--- config.mk ---
export PLATFORM = sky130hd
export DESIGN_NAME = lpc_host_io_flat
export DESIGN_NICKNAME = d
export VERILOG_FILES = /design/src/rtl/lpc_host_io_pkg.sv /design/src/rtl/lpc_host_io_if.sv /design/src/rtl/lpc_host_io.sv /design/src/flat_wrapper.sv
export SDC_FILE = /design/constraint.sdc
export NUM_CORES = 1
export LEC_CHECK = 0
export ABC_AREA = 1
export CELL_PAD_IN_SITES_DETAIL_PLACEMENT = 1
export CELL_PAD_IN_SITES_GLOBAL_PLACEMENT = 1
export CORE_ASPECT_RATIO = 0.9
export CORE_MARGIN = 2
export CORE_UTILIZATION = 24
export DETAILED_ROUTE_END_ITERATION = 6
export PLACE_DENSITY_LB_ADDON = 0.1
export SLEW_MARGIN = 20
export SYNTH_ARGS = -nofsm -noshare
export SYNTH_HDL_FRONTEND = slang
export SYNTH_SLANG_ARGS = --single-unit
--- constraint.sdc ---
create_clock -name lclk -period 2.3 [get_ports lclk]
set_input_delay 0.46 -clock lclk [delete_from_list [all_inputs] [get_ports lclk]]
set_output_delay 0.46 -clock lclk [all_outputs]
set_load 0.02 [all_outputs]
--- src/rtl/lpc_host_io_pkg.sv ---
// LPC host I/O engine shared definitions: LAD codes, FSM encodings, wait classes.
// Pure declarations; no timing or flow control of its own.
package lpc_host_io_pkg;

  localparam logic [3:0] LAD_START     = 4'b0000;
  localparam logic [3:0] CYCTYPE_IO_RD = 4'b0000;
  localparam logic [3:0] CYCTYPE_IO_WR = 4'b0010;
  localparam logic [3:0] SYNC_READY    = 4'b0000;
  localparam logic [3:0] SYNC_SWAIT    = 4'b0101;
  localparam logic [3:0] SYNC_LWAIT    = 4'b0110;
  localparam logic [3:0] SYNC_ERR      = 4'b1010;
  localparam logic [3:0] SYNC_NONE     = 4'b1111;
  localparam logic [3:0] LAD_IDLE      = 4'b1111;

  typedef enum logic [3:0] {
    ST_IDLE, ST_START, ST_CYC, ST_ADDR, ST_WDATA, ST_HTAR,
    ST_SYNC, ST_RDATA, ST_PTAR, ST_ABORT, ST_DONE
  } state_t;

  typedef enum logic [1:0] {WT_NONE, WT_SHORT, WT_LONG, WT_NODEV} wait_t;

  function automatic wait_t wait_class(input logic [3:0] code);
    case (code)
      SYNC_SWAIT: return WT_SHORT;
      SYNC_LWAIT: return WT_LONG;
      SYNC_NONE:  return WT_NODEV;
      default:    return WT_NONE;
    endcase
  endfunction

  // Address goes out most significant nibble first.
  function automatic logic [3:0] addr_nibble(input logic [15:0] a, input logic [1:0] idx);
    case (idx)
      2'd0:    return a[15:12];
      2'd1:    return a[11:8];
      2'd2:    return a[7:4];
      default: return a[3:0];
    endcase
  endfunction

endpackage

--- src/rtl/lpc_host_io_if.sv ---
// Local request handshake plus LPC bus pins of the host engine.
// master = the engine; slave = requester and peripheral side.
interface lpc_host_io_if;
  logic        req;
  logic        wr;
  logic [15:0] addr;
  logic [7:0]  wdata;
  logic        busy;
  logic        done;
  logic [7:0]  rdata;
  logic        sync_err;
  logic        abort;
  logic        lframe_n;
  logic [3:0]  lad_out;
  logic        lad_oe;
  logic [3:0]  lad_in;

  modport master (
    input  req, wr, addr, wdata, lad_in,
    output busy, done, rdata, sync_err, abort, lframe_n, lad_out, lad_oe
  );

  modport slave (
    output req, wr, addr, wdata, lad_in,
    input  busy, done, rdata, sync_err, abort, lframe_n, lad_out, lad_oe
  );
endinterface

--- src/rtl/lpc_host_io.sv ---
// LPC host engine for single I/O read/write cycles; 15 clk req->done with zero-wait SYNC.
// req is only sampled in IDLE; the peripheral stretches the cycle with wait SYNCs up to the abort limits.
module lpc_host_io
  import lpc_host_io_pkg::*;
#(
  parameter int unsigned NOSYNC_MAX = 3,
  parameter int unsigned SWAIT_MAX  = 8,
  parameter int unsigned LWAIT_MAX  = 1024,
  parameter int unsigned ABORT_LEN  = 4
) (
  input  logic          lclk,
  input  logic          lreset_n,
  lpc_host_io_if.master bus
);

  state_t      state_q, state_d;
  logic [3:0]  nib_q, nib_d;
  logic [9:0]  wcnt_q, wcnt_d;
  wait_t       wtype_q, wtype_d;
  logic        wr_q, wr_d;
  logic [15:0] addr_q, addr_d;
  logic [7:0]  wdata_q, wdata_d;
  logic [3:0]  rlo_q, rlo_d;
  logic [7:0]  rdata_q, rdata_d;
  logic        serr_q, serr_d;
  logic        abort_q, abort_d;
  logic        lframe_q, lframe_d;
  logic [3:0]  lad_q, lad_d;
  logic        oe_q, oe_d;
  logic        busy_q, busy_d;
  logic        done_q, done_d;

  wait_t       code_t;
  logic [9:0]  lim_m1;

  // Counter holds (waits seen in this run) - 1, so LWAIT_MAX-1 still fits in 10 bits.
  assign code_t = wait_class(bus.lad_in);
  assign lim_m1 = (code_t == WT_SHORT) ? 10'(SWAIT_MAX - 1) :
                  (code_t == WT_LONG)  ? 10'(LWAIT_MAX - 1) : 10'(NOSYNC_MAX - 1);

  always_ff @(posedge lclk or negedge lreset_n) begin
    if (!lreset_n) begin
      state_q  <= ST_IDLE;
      nib_q    <= '0;
      wcnt_q   <= '0;
      wtype_q  <= WT_NONE;
      wr_q     <= 1'b0;
      addr_q   <= '0;
      wdata_q  <= '0;
      rlo_q    <= '0;
      rdata_q  <= '0;
      serr_q   <= 1'b0;
      abort_q  <= 1'b0;
      lframe_q <= 1'b1;
      lad_q    <= LAD_IDLE;
      oe_q     <= 1'b0;
      busy_q   <= 1'b0;
      done_q   <= 1'b0;
    end else begin
      state_q  <= state_d;
      nib_q    <= nib_d;
      wcnt_q   <= wcnt_d;
      wtype_q  <= wtype_d;
      wr_q     <= wr_d;
      addr_q   <= addr_d;
      wdata_q  <= wdata_d;
      rlo_q    <= rlo_d;
      rdata_q  <= rdata_d;
      serr_q   <= serr_d;
      abort_q  <= abort_d;
      lframe_q <= lframe_d;
      lad_q    <= lad_d;
      oe_q     <= oe_d;
      busy_q   <= busy_d;
      done_q   <= done_d;
    end
  end

  always_comb begin
    state_d = state_q;
    nib_d   = nib_q;
    wcnt_d  = wcnt_q;
    wtype_d = wtype_q;
    wr_d    = wr_q;
    addr_d  = addr_q;
    wdata_d = wdata_q;
    rlo_d   = rlo_q;
    rdata_d = rdata_q;
    serr_d  = serr_q;
    abort_d = abort_q;
    case (state_q)
      ST_IDLE: if (bus.req) begin
        wr_d    = bus.wr;
        addr_d  = bus.addr;
        wdata_d = bus.wdata;
        serr_d  = 1'b0;
        abort_d = 1'b0;
        state_d = ST_START;
      end
      ST_START: state_d = ST_CYC;
      ST_CYC: begin
        state_d = ST_ADDR;
        nib_d   = '0;
      end
      ST_ADDR: if (nib_q == 4'd3) begin
        state_d = wr_q ? ST_WDATA : ST_HTAR;
        nib_d   = '0;
      end else nib_d = nib_q + 4'd1;
      ST_WDATA: if (nib_q == 4'd1) begin
        state_d = ST_HTAR;
        nib_d   = '0;
      end else nib_d = nib_q + 4'd1;
      ST_HTAR: if (nib_q == 4'd1) begin
        state_d = ST_SYNC;
        nib_d   = '0;
        wcnt_d  = '0;
        wtype_d = WT_NONE;
      end else nib_d = nib_q + 4'd1;
      ST_SYNC: case (bus.lad_in)
        SYNC_READY, SYNC_ERR: begin
          serr_d  = (bus.lad_in == SYNC_ERR);
          state_d = wr_q ? ST_PTAR : ST_RDATA;
          nib_d   = '0;
        end
        SYNC_SWAIT, SYNC_LWAIT, SYNC_NONE: begin
          if (wtype_q != code_t) begin
            wtype_d = code_t;
            wcnt_d  = '0;
          end else if (wcnt_q == lim_m1) begin
            state_d = ST_ABORT;
            nib_d   = '0;
            abort_d = 1'b1;
          end else wcnt_d = wcnt_q + 10'd1;
        end
        default: begin
          state_d = ST_ABORT;
          nib_d   = '0;
          abort_d = 1'b1;
        end
      endcase
      ST_RDATA: if (nib_q == 4'd0) begin
        rlo_d = bus.lad_in;
        nib_d = 4'd1;
      end else begin
        rdata_d = {bus.lad_in, rlo_q};
        state_d = ST_PTAR;
        nib_d   = '0;
      end
      ST_PTAR: if (nib_q == 4'd1) state_d = ST_DONE;
               else nib_d = nib_q + 4'd1;
      ST_ABORT: if (nib_q == 4'(ABORT_LEN - 1)) state_d = ST_DONE;
                else nib_d = nib_q + 4'd1;
      ST_DONE: state_d = ST_IDLE;
      default: state_d = ST_IDLE;
    endcase
  end

  // Bus pins are decoded from the next state so they register in step with it.
  always_comb begin
    lframe_d = 1'b1;
    lad_d    = LAD_IDLE;
    oe_d     = 1'b1;
    case (state_d)
      ST_START: begin
        lframe_d = 1'b0;
        lad_d    = LAD_START;
      end
      ST_CYC:   lad_d = wr_q ? CYCTYPE_IO_WR : CYCTYPE_IO_RD;
      ST_ADDR:  lad_d = addr_nibble(addr_q, nib_d[1:0]);
      ST_WDATA: lad_d = nib_d[0] ? wdata_q[7:4] : wdata_q[3:0];
      ST_HTAR:  oe_d  = (nib_d == 4'd0);
      ST_SYNC, ST_RDATA, ST_PTAR: oe_d = 1'b0;
      ST_ABORT: lframe_d = 1'b0;
      default: ;
    endcase
    busy_d = (state_d != ST_IDLE) && (state_d != ST_DONE);
    done_d = (state_d == ST_DONE);
  end

  assign bus.busy     = busy_q;
  assign bus.done     = done_q;
  assign bus.rdata    = rdata_q;
  assign bus.sync_err = serr_q;
  assign bus.abort    = abort_q;
  assign bus.lframe_n = lframe_q;
  assign bus.lad_out  = lad_q;
  assign bus.lad_oe   = oe_q;

endmodule

--- src/flat_wrapper.sv ---
// flat-port wrapper written by rule: the top's interface ports become plain ports
module lpc_host_io_flat import lpc_host_io_pkg::*;
#(
  parameter int unsigned NOSYNC_MAX = 3,
  parameter int unsigned SWAIT_MAX  = 8,
  parameter int unsigned LWAIT_MAX  = 1024,
  parameter int unsigned ABORT_LEN  = 4
)
  (lclk, lreset_n, bus_req, bus_wr, bus_addr, bus_wdata, bus_lad_in, bus_busy, bus_done, bus_rdata, bus_sync_err, bus_abort, bus_lframe_n, bus_lad_out, bus_lad_oe);
  lpc_host_io_if bus_i ();
  input  logic lclk;
  input  logic lreset_n;
  input wire logic [$bits(bus_i.req)-1:0] bus_req;
  input wire logic [$bits(bus_i.wr)-1:0] bus_wr;
  input wire logic [$bits(bus_i.addr)-1:0] bus_addr;
  input wire logic [$bits(bus_i.wdata)-1:0] bus_wdata;
  input wire logic [$bits(bus_i.lad_in)-1:0] bus_lad_in;
  output wire logic [$bits(bus_i.busy)-1:0] bus_busy;
  output wire logic [$bits(bus_i.done)-1:0] bus_done;
  output wire logic [$bits(bus_i.rdata)-1:0] bus_rdata;
  output wire logic [$bits(bus_i.sync_err)-1:0] bus_sync_err;
  output wire logic [$bits(bus_i.abort)-1:0] bus_abort;
  output wire logic [$bits(bus_i.lframe_n)-1:0] bus_lframe_n;
  output wire logic [$bits(bus_i.lad_out)-1:0] bus_lad_out;
  output wire logic [$bits(bus_i.lad_oe)-1:0] bus_lad_oe;
  assign bus_i.req = bus_req;
  assign bus_i.wr = bus_wr;
  assign bus_i.addr = bus_addr;
  assign bus_i.wdata = bus_wdata;
  assign bus_i.lad_in = bus_lad_in;
  assign bus_busy = bus_i.busy;
  assign bus_done = bus_i.done;
  assign bus_rdata = bus_i.rdata;
  assign bus_sync_err = bus_i.sync_err;
  assign bus_abort = bus_i.abort;
  assign bus_lframe_n = bus_i.lframe_n;
  assign bus_lad_out = bus_i.lad_out;
  assign bus_lad_oe = bus_i.lad_oe;
  lpc_host_io #(.NOSYNC_MAX(NOSYNC_MAX), .SWAIT_MAX(SWAIT_MAX), .LWAIT_MAX(LWAIT_MAX), .ABORT_LEN(ABORT_LEN)) u_core (.lclk(lclk), .lreset_n(lreset_n), .bus(bus_i));
endmodule
Word level (Yosys, flattened, before mapping):

Index checks and enable logic that the tools add are counted.

* register bits after elaboration: 67
* word-level logic and storage cells: 128
* output and inout bits: 18

* muxes and demuxes: 47
* bitwise operators: 1
* reduce and logical (&&, ||, !) cells: 21
* equality and inequality tests: 41
* add/subtract/negate cells: 2

Operator list (count)
* $mux W4: 18
* $mux W10: 6
* $eq A4 B3 Y1 const B: 10
* $pmux W4 S10: 1
* $eq A4 B4 Y1 const B: 7
* $pmux W4 S7: 1
* $eq A4 B2 Y1 const B: 5
* $pmux W10 S2: 1
* $logic_not A4 Y1: 4
* $pmux W4 S4: 1
* $eq A4 B1 Y1 const B: 3
* $pmux W4 S3: 1
* $add A10 B1 Y10 const B: 1
* $eq A10 B10 Y1: 1
* $mux W2: 4
* $pmux W1 S2: 4
* $pmux W4 S2: 1
* $reduce_and A4 Y1: 2
* $mux W1: 7
* $ne A2 B1 Y1 const B: 3
* $ne A2 B2 Y1 const B: 3
* $ne A3 B2 Y1 const B: 2
* $pmux W2 S3: 1
* $reduce_and A2 Y1: 3
* 16 further kinds: 22

Logic depth before layout (Yosys ltp):

Gate-level depths: netlist (run 1).

* depth after elaboration: 13
* depth in mapped cells: 19
* gate-level depth less buffers: 18

Worst setup path after synthesis (run 1):

OpenSTA, ideal clock, no wires.

* path type: register to register
* start point: register u_core.nib_q[0]
* end point: register u_core.lad_q[3], in the netlist u_core.bus.lad_out[3]
* clock period less this slack: 1.926 ns
* arrival: 1.850 ns
* stages on the path, launching flop included: 14
* buffers on the path: 1
* setup slack: 0.374 ns
* required time: 2.225 ns
* cells stage by stage: dfrtp_1 > ha_1 > nand2_1 > ha_1 > nor3_1 > nor3_1 > nand2_4 > buf_6 > nand2_2 > o21ai_2 > nand2_1 > nand2_1 > inv_1 > nand2_1

* word-level cells in the longest chain between the ends: 7
* elaborated cells on any way between the ends: 30

Ends and longest elaborated chain
* start: declaration: RTL line lpc_host_io.sv:17 `logic [3:0] nib_q, nib_d;`
* start signal: assignment: RTL line lpc_host_io.sv:61 `nib_q <= nib_d;`
* branches (longest 3 deep; another with $add A4 B1 Y4)
* $pmux W4 S7 (*): RTL line lpc_host_io.sv:91 `case (state_q)`
* via u_core.nib_d[0]: RTL line lpc_host_io.sv:17
* $eq A2 B2 Y1, or another cell as far along: RTL line lpc_host_io_pkg.sv:33 `case (idx)`
* $pmux W4 S3: RTL line lpc_host_io_pkg.sv:33
* $pmux W4 S4 (*): RTL line lpc_host_io.sv:163 `case (state_d)`
* via u_core.lad_d[3]: RTL line lpc_host_io.sv:28 `logic [3:0] lad_q, lad_d;`
* end signal: assignment: RTL line lpc_host_io.sv:72 `lad_q <= lad_d;`
* end: declaration: RTL line lpc_host_io.sv:28

Mark *: on every way through the listed nets, which the timed path passes.
A chain may end at the register's enable or synchronous reset.

Worst setup path in the final report (run 1):

* start point: register u_core.nib_q[0]
* end point: register u_core.lad_q[1], in the netlist u_core.bus.lad_out[1]

* word-level cells in the longest chain between the ends: 7
* elaborated cells on any way between the ends: 30

Ends and longest elaborated chain (RTL line)
* branches (longest 6 deep; another with $add A4 B1 Y4)
* $pmux W4 S4 (*): lpc_host_io.sv:163
* via u_core.lad_d[1]: lpc_host_io.sv:28

Marks and branches as above.

==> impl_metrics.env, run 1 <==
export IMPL_grt_pass1_wl_um=18300
export IMPL_cts_buffers=9
export IMPL_drv_cap=0
export IMPL_setup_violations=0
export IMPL_endpoint_kind="flop"
export IMPL_start_util_pct=24.6
export IMPL_min_path_type="input pin to asynchronous set/reset pin"
export IMPL_die_x_um=134
export IMPL_hold_viol=0
export IMPL_reg2reg_from="u_core.nib_q[0]$_DFF_PN0_"
export IMPL_clock_skew_ns=0.0107
export IMPL_path_max_fanout=5
export IMPL_cp_slowest_stage_delay_ns=0.40
export IMPL_yosysMostFrequentCell="nand2_1"
export IMPL_synth_area_mm2=0.00363
export IMPL_status="completed"
export IMPL_finalWorstSetupSlack_ns=0.142
export IMPL_synth_commonest_cells="163 x nand2_1, 62 x dfrtp_1, 56 x inv_1, 38 x nor2_1, 35 x o21ai_0"
export IMPL_power_density_mw_per_mm2=1400
export IMPL_synth_top_cell_area_share_pct=42.7
export IMPL_drive_gt1_share_pct=24.4
export IMPL_cts_sinks=67
export IMPL_overflow=0
export IMPL_avgRoutedWirePerCell_um=13.9
export IMPL_irDropWorstVdd_v=0.000527
export IMPL_yosys_warnings=0
export IMPL_max_freq_ghz=0.463
export IMPL_io_buffer_count=49
export IMPL_cts_root_buf="clkbuf_16"
export IMPL_final_nets=622
export IMPL_max_slew_worst_pin_slew_ns=0.781
export IMPL_syn_instance_count=478
export IMPL_cp_top_family="simple AND/OR/NAND/NOR gates"
export IMPL_fin_crit_sh_pct=93.8
export IMPL_vias_per_cell=4.31
export IMPL_p_leak_nw=2.54
export IMPL_synth_area_top_cells="dfrtp_1 43%, nand2_1 17%, inv_1 5.8%, o21ai_0 4.8%, nand3_1 4.0%"
export IMPL_yosys_most_used_dff="dfrtp_1"
export IMPL_dp_slack_ns=-0.532
export IMPL_clk_pin_slew_ns=0.06
export IMPL_crit_path_cell_trace="inv_1 > ha_1 > nand2_2 > nor2_2 > inv_2 > buf_4 > nand4_1 > nor2_1 > and2_4 > nand4_1 > buf_4 > a21oi_2 > nor2_1 > nand2_1"
export IMPL_dieArea_mm2=0.0161
export IMPL_seq_area_frac_synth_pct=46.3
export IMPL_cpMaxStageDelayCell="dfrtp_2"
export IMPL_grt_pass1_vias=3596
export IMPL_worstPathArrival_ns=2.45
export IMPL_routabilityCongestion=0.868
export IMPL_synth_edf_count=0
export IMPL_firstDrtPassIters=5
export IMPL_syn_to_final_growth_pct=41.5
export IMPL_startpoint="u_core.nib_q[0]$_DFF_PN0_"
export IMPL_track_usage_pct=14.7
export IMPL_worst_endpoint_required_ns=2.59
export IMPL_drcViolationCount=0
export IMPL_worstSetupStartpointType="flop"
export IMPL_grt_start_max_net_pins=68
export IMPL_clkLatencyLatePin_ns=0.35
export IMPL_fp_dieH_um=121
export IMPL_slew_viol_final=0
export IMPL_syn_nets=516
export IMPL_max_slew_margin_pct=47.3
export IMPL_yosysUniqueCellTypes=35
export IMPL_antenna_found_initial=0
export IMPL_antennaDiodeCount=0
export IMPL_ioPinCount=50
export IMPL_rsz0062_at_grt="true"
export IMPL_tritoncts="yes"
export IMPL_postSynth_asyncResetShare_pct=100
export IMPL_synth_top_area_cell="dfrtp_1"
export IMPL_dp_hpwl_um=8110
export IMPL_rows=42
export IMPL_fp_coreArea_mm2=0.0148
export IMPL_path_buf_inv=4
export IMPL_htreeDepth=3
export IMPL_hold_slack_ns=0.127
export IMPL_worstSetupPathType="flop to flop"
export IMPL_ys_ff_latch=67
export IMPL_final_antenna_net_count=0
export IMPL_drtIter0Drc=120
export IMPL_vias=3394
export IMPL_routed_wirelength_um=10900
export IMPL_synth_area_per_cell_um2=7.60
export IMPL_min_period_ns=2.16
export IMPL_cts_buffer_depth=2
[per-stage QoR]
stage	utilization, %	TNS (ns)	total power, mW	instances	cell area [um^2]
after floorplan	-	0	4.18	478	3630
after global placement	31.8	-5.95	5.49	764	4690
after detailed placement	31.8	-7.10	5.52	764	4690
after CTS	34.2	0	7.12	782	5050
after global routing	34.8	-0.0851	7.91	787	5140
final	34.8	0	7.21	787	5140
[registers in the layout, indices dropped and copies added (netlist names), 2 cells and up]
signal              flops
u_core.nib_q            4
u_core.wcnt_q          10
u_core.wtype_q          2
u_core.bus.lad_out      4
u_core.bus.rdata        8
u_core.addr_q          16
u_core.rlo_q            4
u_core.state_q          4
u_core.wdata_q          8
[cell usage in the layout (no fill, tap or decap), types with 9 or more instances in the layout]
| cell type | n |
|---|---|
| inv_1 | 51 |
| nand2_2 | 14 |
| clkbuf_16 | 9 |
| nor2_2 | 9 |
| inv_2 | 13 |
| nor2_1 | 31 |
| nand3_1 | 26 |
| dfrtp_1 | 60 |
| nand2_1 | 156 |
| clkdlybuf4s50_1 | 44 |
| o21ai_0 | 32 |
| buf_4 | 52 |
| a21oi_1 | 13 |
[worst register-to-register path, delay by kind of cell (launching register included)]
family | cells | cell delay (ns)
compound gates | 1 | 0.10
flops | 1 | 0.40
buf+inv | 4 | 0.51
fa+ha+maj | 1 | 0.22
simple gates | 8 | 0.87
[timing repair]
item                                    CTS  global route
setup buffers                             2             5
gates resized for setup                  16            22
pin swaps                                 9             7
endpoints found under the setup margin    7            10
hold buffers                              0             0
endpoints found under the hold margin     0             0
[layout make-up]
| cell class | instances | area [um^2] |
|---|---|---|
| Clock inverter | 6 | 72.6 |
| Clock buffer | 10 | 229 |
| Timing Repair Buffer | 102 | 895 |
| Multi-Input combinational cell | 339 | 1770 |
| Sequential cell | 67 | 1690 |
| Inverter | 65 | 244 |
| Tap cell | 198 | 248 |
| Fill cell | 1773 | 9630 |
[cells by family after synthesis]
kind of cell,Yosys count,synth area share (%)
compound gates,63,9.81
buf+inv,72,7.64
xor+xnor,2,0.482
fa+ha+maj,6,2.07
mux,4,1.24
simple gates,264,32.4
flops,67,46.3
[where the power goes]
group          switching [mW]  internal (mW)
combinational            2.17           1.56
clock                   0.566          0.851
sequential              0.335           1.73
total                    3.07           4.14
[path summary, 6_finish.rpt]
check,cells after the start,end,slack (ns)
worst min register to register,2,u_core.wdata_q[4]$_DFFE_PN0P_,0.48
min in group lclk,2,u_core.wdata_q[4]$_DFFE_PN0P_,0.48
worst max register to register,14,u_core.bus.lad_out[1]$_DFF_PN1_,0.14
max in group asynchronous,2,u_core.nib_q[0]$_DFF_PN0_,1.84
worst max-delay path,14,u_core.bus.lad_out[1]$_DFF_PN1_,0.14
worst min-delay path,2,u_core.wcnt_q[9]$_DFFE_PN0P_,0.13
[routing by layer]
metal / GRT usage, % / wire, um
met1: 20.8 / 5700
met5: 0 / 0
met2: 21.8 / 4670
met3: 3.35 / 367
met4: 5.39 / 168
Power figures use the tool's default switching activity.
==> run 2: changes to the inputs <==
--- a/config.mk
+++ b/config.mk
@@ -6,6 +6,7 @@
 export NUM_CORES = 1
 export LEC_CHECK = 0
 export ABC_AREA = 1
+export CAP_MARGIN = 20
 export CELL_PAD_IN_SITES_DETAIL_PLACEMENT = 1
 export CELL_PAD_IN_SITES_GLOBAL_PLACEMENT = 1
 export CORE_ASPECT_RATIO = 0.9
@@ -13,6 +14,7 @@
 export CORE_UTILIZATION = 24
 export DETAILED_ROUTE_END_ITERATION = 6
 export PLACE_DENSITY_LB_ADDON = 0.1
+export SKIP_LAST_GASP = 1
 export SLEW_MARGIN = 20
 export SYNTH_ARGS = -nofsm -noshare
 export SYNTH_HDL_FRONTEND = slang
==> run 2 against run 1 <==
  * Total power is essentially flat
  * Count of clock-buffer cells in the layout is the same
  * Clock power is essentially flat
  * Critical path type unchanged
==> impl_metrics.env, run 2 (synthesized netlist as in run 1, its figures left out) <==
export IMPL_dp_slack_ns=-0.532
export IMPL_min_path_type="input pin to asynchronous set/reset pin"
export IMPL_clock_skew_ns=0.0107
export IMPL_startpoint="u_core.nib_q[0]$_DFF_PN0_"
export IMPL_grt_start_max_net_pins=68
export IMPL_track_usage_pct=14.7
export IMPL_rows=42
export IMPL_grt_pass1_wl_um=18300
export IMPL_cp_num_cells=14
export IMPL_firstDrtPassIters=5
export IMPL_syn_to_final_growth_pct=41.4
export IMPL_cp_slowest_stage_delay_ns=0.40
export IMPL_io_buffer_count=49
export IMPL_cp_top_family="simple AND/OR/NAND/NOR gates"
export IMPL_cts_sinks=67
export IMPL_drtIter0Drc=120
export IMPL_vias=3394
export IMPL_worstPathArrival_ns=2.48
export IMPL_p_leak_nw=2.54
export IMPL_clkPwrFrac_pct=19.7
export IMPL_power_density_mw_per_mm2=1400
export IMPL_hold_viol=0
export IMPL_routabilityCongestion=0.868
export IMPL_vias_per_cell=4.31
export IMPL_path_buf_inv=4
export IMPL_path_max_fanout=5
export IMPL_endpoint_kind="flop"
export IMPL_cts_buffer_depth=2
export IMPL_place_area_mm2=0.00469
export IMPL_fin_area_mm2=0.00514
export IMPL_fin_crit_sh_pct=95.3
export IMPL_power_switching_mw=3.07
export IMPL_dp_hpwl_um=8110
export IMPL_cts_buffers=9
export IMPL_rr_endpoint="u_core.bus.lad_out[1]$_DFF_PN1_"
export IMPL_tritoncts="yes"
export IMPL_max_slew_margin_pct=47.3
export IMPL_start_util_pct=24.6
export IMPL_routed_wirelength_um=10900
export IMPL_dieArea_mm2=0.0161
export IMPL_slew_viol_final=0
export IMPL_grt_pass1_vias=3596
export IMPL_finalWorstSetupSlack_ns=0.109
export IMPL_crit_path_cell_trace="inv_1 > ha_1 > nand2_1 > nor2_2 > inv_2 > buf_4 > nand4_1 > nor2_1 > and2_4 > nand4_1 > buf_4 > a21oi_2 > nor2_1 > nand2_1"
export IMPL_fp_coreArea_mm2=0.0148
export IMPL_antenna_found_initial=0
export IMPL_switching_share_pct=42.6
export IMPL_final_common_cell="nand2_1"
export IMPL_crit_path_end="u_core.bus.lad_out[1]$_DFF_PN1_"
export IMPL_status="completed"
export IMPL_drv_cap=0
export IMPL_worstSetupPathType="flop to flop"
export IMPL_clkLatencyLatePin_ns=0.35
export IMPL_ioPinCount=50
export IMPL_fp_dieH_um=121
export IMPL_min_period_ns=2.19
export IMPL_clk_pin_slew_ns=0.06
export IMPL_largest_reg_flops=16
export IMPL_die_x_um=134
export IMPL_final_antenna_net_count=0
export IMPL_drcViolationCount=0
export IMPL_max_freq_ghz=0.456
export IMPL_final_nets=622
export IMPL_htreeDepth=3
export IMPL_overflow=0
export IMPL_seqPwrFrac_pct=28.7
export IMPL_reg2regPathDepth=14
export IMPL_top_regs="u_core.addr_q: 16 flops, u_core.wcnt_q: 10 flops"
export IMPL_pwr_share_comb_pct=51.7
export IMPL_max_slew_worst_pin_slew_ns=0.781
export IMPL_reg2reg_from="u_core.nib_q[0]$_DFF_PN0_"
export IMPL_irDropWorstVdd_v=0.000527
export IMPL_top_register="u_core.addr_q"
export IMPL_setup_violations=0
export IMPL_worstSetupStartpointType="flop"
export IMPL_r2r_slack_ns=0.11
export IMPL_cpMaxStageDelayCell="dfrtp_2"
export IMPL_antennaDiodeCount=0
export IMPL_worst_endpoint_required_ns=2.59
export IMPL_p_int_mw=4.14
export IMPL_avgRoutedWirePerCell_um=13.9
export IMPL_final_cell_mix="157 x nand2_1, 60 x dfrtp_1, 52 x buf_4, 51 x inv_1, 44 x clkdlybuf4s50_1"
export IMPL_drive_gt1_share_pct=24.3
export IMPL_cts_root_buf="clkbuf_16"
export IMPL_rsz0062_at_grt="true"
## run 2: how the worst min path moves through the flow
stage          slack (ns)                           from                             to
5_1_grt              0.17                       lreset_n   u_core.wcnt_q[9]$_DFFE_PN0P_
2_1_floorplan        0.16                       lreset_n   u_core.addr_q[0]$_DFFE_PN0P_
6_report             0.13                       lreset_n   u_core.wcnt_q[9]$_DFFE_PN0P_
4_1_cts              0.15                       lreset_n   u_core.wcnt_q[9]$_DFFE_PN0P_
3_5_place_dp         0.47  u_core.wdata_q[4]$_DFFE_PN0P_  u_core.wdata_q[4]$_DFFE_PN0P_
3_3_place_gp         0.47  u_core.addr_q[13]$_DFFE_PN0P_  u_core.addr_q[13]$_DFFE_PN0P_
## run 2: power groups by stage
| stage | registers (mW) | clock network [mW] | logic, mW |
|---|---|---|---|
| after floorplan | 2.14 | 0 | 2.04 |
| after global placement | 2.09 | 0 | 3.40 |
| after detailed placement | 2.08 | 0 | 3.44 |
| after CTS | 2.07 | 1.46 | 3.59 |
| after global routing | 2.15 | 1.52 | 4.24 |
| final | 2.07 | 1.42 | 3.72 |
## run 2: area by class of cell
type                       instances  area [um^2]
clock inverter                     6         72.6
inverter                          65          244
tap                              198          248
timing repair buffer             102          895
fill                            1772         9630
clock buffer                      10          229
multi-input combinational        339         1760
sequential                        67         1690
## run 2: worst reg2reg max path, stage by stage (launching register included)
cell	delay [ns]
dfrtp_2	0.40
inv_1	0.07
ha_1	0.21
nand2_1	0.13
nor2_2	0.08
inv_2	0.10
buf_4	0.13
nand4_1	0.10
nor2_1	0.11
and2_4	0.17
nand4_1	0.21
buf_4	0.21
a21oi_2	0.10
nor2_1	0.06
nand2_1	0.05
## run 2: metal layers
metal	global-route usage [%]	share of wire, %	up-vias
met3	3.35	3.4	7
met2	21.8	43	49
met1	20.8	52	1616
li1	-	-	1722
met5	0	0	-
met4	5.39	1.5	0
## run 2: timing repair
action,in CTS,in global routing
pin swaps,9,7
hold buffers,0,0
gates resized for setup,16,21
buffers inserted,2,5
setup endpoints to repair,7,10
## run 2: metrics by stage
step / hold WS [ns] / std cells / utilization (%) / setup TNS [ns] / power, mW
2_1_floorplan: 0.164 / 478 / - / 0 / 4.18
3_3_place_gp: 0.471 / 764 / 31.8 / -5.95 / 5.49
3_5_place_dp: 0.472 / 764 / 31.8 / -7.10 / 5.52
4_1_cts: 0.148 / 782 / 34.2 / 0 / 7.12
5_1_grt: 0.166 / 787 / 34.8 / -0.0852 / 7.90
6_report: 0.127 / 787 / 34.8 / 0 / 7.21
==> run 3: changes to the inputs <==
--- a/config.mk
+++ b/config.mk
@@ -13,6 +13,7 @@
 export CORE_MARGIN = 2
 export CORE_UTILIZATION = 24
 export DETAILED_ROUTE_END_ITERATION = 6
+export GPL_TIMING_DRIVEN = 0
 export PLACE_DENSITY_LB_ADDON = 0.1
 export SKIP_LAST_GASP = 1
 export SLEW_MARGIN = 20
==> run 3 against run 2 <==
  * Maximum frequency increased by 1.2%
  * Routed wire length fell by 4.1%
  * Largest power group unchanged
  * Register-to-register slack improved by 0.03 ns
  * Cell area decreased by 3.8%
  * Largest cell class unchanged
  * Combinational power decreased by 6.7%
  * Die area stayed put
==> impl_metrics.env, run 3 (synthesized netlist as in run 1, its figures left out) <==
export IMPL_status="completed"
export IMPL_overflow=0
export IMPL_slew_viol_final=0
export IMPL_avgRoutedWirePerCell_um=13.9
export IMPL_seqPwrFrac_pct=28.2
export IMPL_final_cell_mix="157 x nand2_1, 61 x dfrtp_1, 51 x inv_1, 44 x clkdlybuf4s50_1, 33 x o21ai_0"
export IMPL_worstSetupPathType="flop to flop"
export IMPL_clkPwrFrac_pct=24.1
export IMPL_firstDrtPassIters=5
export IMPL_power_switching_mw=3.05
export IMPL_hold_viol=0
export IMPL_min_period_ns=2.16
export IMPL_rsz0062_at_grt="true"
export IMPL_drcViolationCount=0
export IMPL_max_slew_margin_pct=64.4
export IMPL_fin_crit_sh_pct=94.1
export IMPL_ctsHoldBuffers=0
export IMPL_largest_reg_flops=16
export IMPL_fp_dieH_um=121
export IMPL_start_util_pct=24.6
export IMPL_routed_wirelength_um=10500
export IMPL_drv_cap=0
export IMPL_final_common_cell="nand2_1"
export IMPL_endpoint_kind="flop"
export IMPL_pwr_share_comb_pct=47.7
export IMPL_tritoncts="yes"
export IMPL_grt_start_max_net_pins=38
export IMPL_ioPinCount=50
export IMPL_drive_gt1_share_pct=19.0
export IMPL_final_antenna_net_count=0
export IMPL_top_regs="u_core.addr_q: 16 flops, u_core.wcnt_q: 10 flops"
export IMPL_vias_per_cell=4.34
export IMPL_worstPathArrival_ns=2.45
export IMPL_final_util_pct=33.5
export IMPL_p_leak_nw=2.42
export IMPL_worstSetupStartpointType="flop"
export IMPL_path_max_fanout=10
export IMPL_vias=3262
export IMPL_cts_buffer_depth=2
export IMPL_max_freq_ghz=0.462
export IMPL_rows=42
export IMPL_syn_to_final_growth_pct=36.1
export IMPL_switching_share_pct=41.9
export IMPL_finalPower_mw=7.27
export IMPL_antenna_found_initial=0
export IMPL_hold_slack_ns=0.0562
export IMPL_clock_skew_ns=0.00889
export IMPL_clk_pin_slew_ns=0.06
export IMPL_dp_hpwl_um=7940
export IMPL_cts_sinks=67
export IMPL_cts_root_buf="clkbuf_16"
export IMPL_min_path_type="input pin to asynchronous set/reset pin"
export IMPL_grt_pass1_wl_um=17800
export IMPL_fp_coreArea_mm2=0.0148
export IMPL_final_nets=587
export IMPL_antennaDiodeCount=0
export IMPL_irDropWorstVdd_v=0.000506
export IMPL_die_x_um=134
export IMPL_dieArea_mm2=0.0161
export IMPL_drtIter0Drc=127
export IMPL_p_int_mw=4.22
export IMPL_cts_buffers=9
export IMPL_max_slew_worst_pin_slew_ns=0.526
export IMPL_setup_violations=0
export IMPL_r2r_slack_ns=0.14
export IMPL_top_register="u_core.addr_q"
export IMPL_power_density_mw_per_mm2=1470
export IMPL_worst_endpoint_required_ns=2.58
export IMPL_fillers=1771
export IMPL_io_buffer_count=49
export IMPL_htreeDepth=3
export IMPL_grt_pass1_vias=3506
export IMPL_routabilityCongestion=0.824
export IMPL_track_usage_pct=14.2
export IMPL_clkLatencyLatePin_ns=0.35
## run 3: area by class of cell
type,instances,area (um^2),share of cell area (%)
multi-input combinational,339,1780,35.9
buffer,7,40.0,0.810
tap,198,248,5.01
clock inverter,7,149,3.01
sequential,67,1680,34.1
inverter,65,246,4.99
timing repair buffer,60,574,11.6
clock buffer,9,225,4.56
## run 3: power by group through the flow
stage / Combinational (mW) / Clock [mW] / Sequential [mW]
5_1_grt: 3.95 / 1.86 / 2.13
3_3_place_gp: 3.18 / 0 / 2.07
2_1_floorplan: 2.04 / 0 / 2.14
4_1_cts: 3.28 / 1.81 / 2.06
3_5_place_dp: 3.22 / 0 / 2.07
6_report: 3.47 / 1.75 / 2.05
## run 3: what timing repair did
item                                    4_1_cts  5_1_grt
pin swaps                                     5        9
hold endpoints to repair                      0        0
resized for setup                            17       31
endpoints found under the setup margin       15       17
buffers inserted                              1        9
## run 3: worst paths after layout
kind | startpoint | end | cells after the start
max in group asynchronous | lreset_n | u_core.addr_q[11]$_DFFE_PN0P_ | 2
min | lreset_n | u_core.wcnt_q[9]$_DFFE_PN0P_ | 1
max reg2reg | u_core.nib_q[1]$_DFF_PN0_ | u_core.bus.lad_out[3]$_DFF_PN1_ | 14
max | u_core.nib_q[1]$_DFF_PN0_ | u_core.bus.lad_out[3]$_DFF_PN1_ | 14
min in group lclk | bus_lad_in[3] | u_core.rlo_q[3]$_DFFE_PN0P_ | 3
min reg2reg | u_core.addr_q[3]$_DFFE_PN0P_ | u_core.addr_q[3]$_DFFE_PN0P_ | 2
## run 3: stage by stage
step	area [um^2]	setup slack, ns	cells	setup TNS (ns)
after floorplan	3630	0.374	478	0
after global placement	4370	-1.79	725	-124.83
after detailed placement	4390	-0.650	726	-9.86
after CTS	4810	-0.0387	743	-0.0387
after global routing	4940	-0.0379	752	-0.0453
final	4940	0.136	752	0
## run 3: layer usage
| metal | up-vias | global-route usage [%] | part of all wire [%] |
|---|---|---|---|
| met3 | 9 | 3.40 | 3.1 |
| met2 | 38 | 22.3 | 45 |
| li1 | 1643 | - | - |
| met1 | 1572 | 19.1 | 51 |
| met4 | 0 | 4.99 | 1.5 |
| met5 | - | 0 | 0 |
## run 3: critical path: stages (launching register included)
cell and delay [ns]:
dfrtp_1 0.42, inv_1 0.11, ha_1 0.15, nand2_1 0.10
ha_1 0.33, o31ai_2 0.28, nor3_2 0.08, nand2_4 0.12
buf_8 0.15, nand2_2 0.05, o21ai_2 0.06, nand2_1 0.07
nand2_1 0.06, inv_1 0.05, nand2_1 0.08
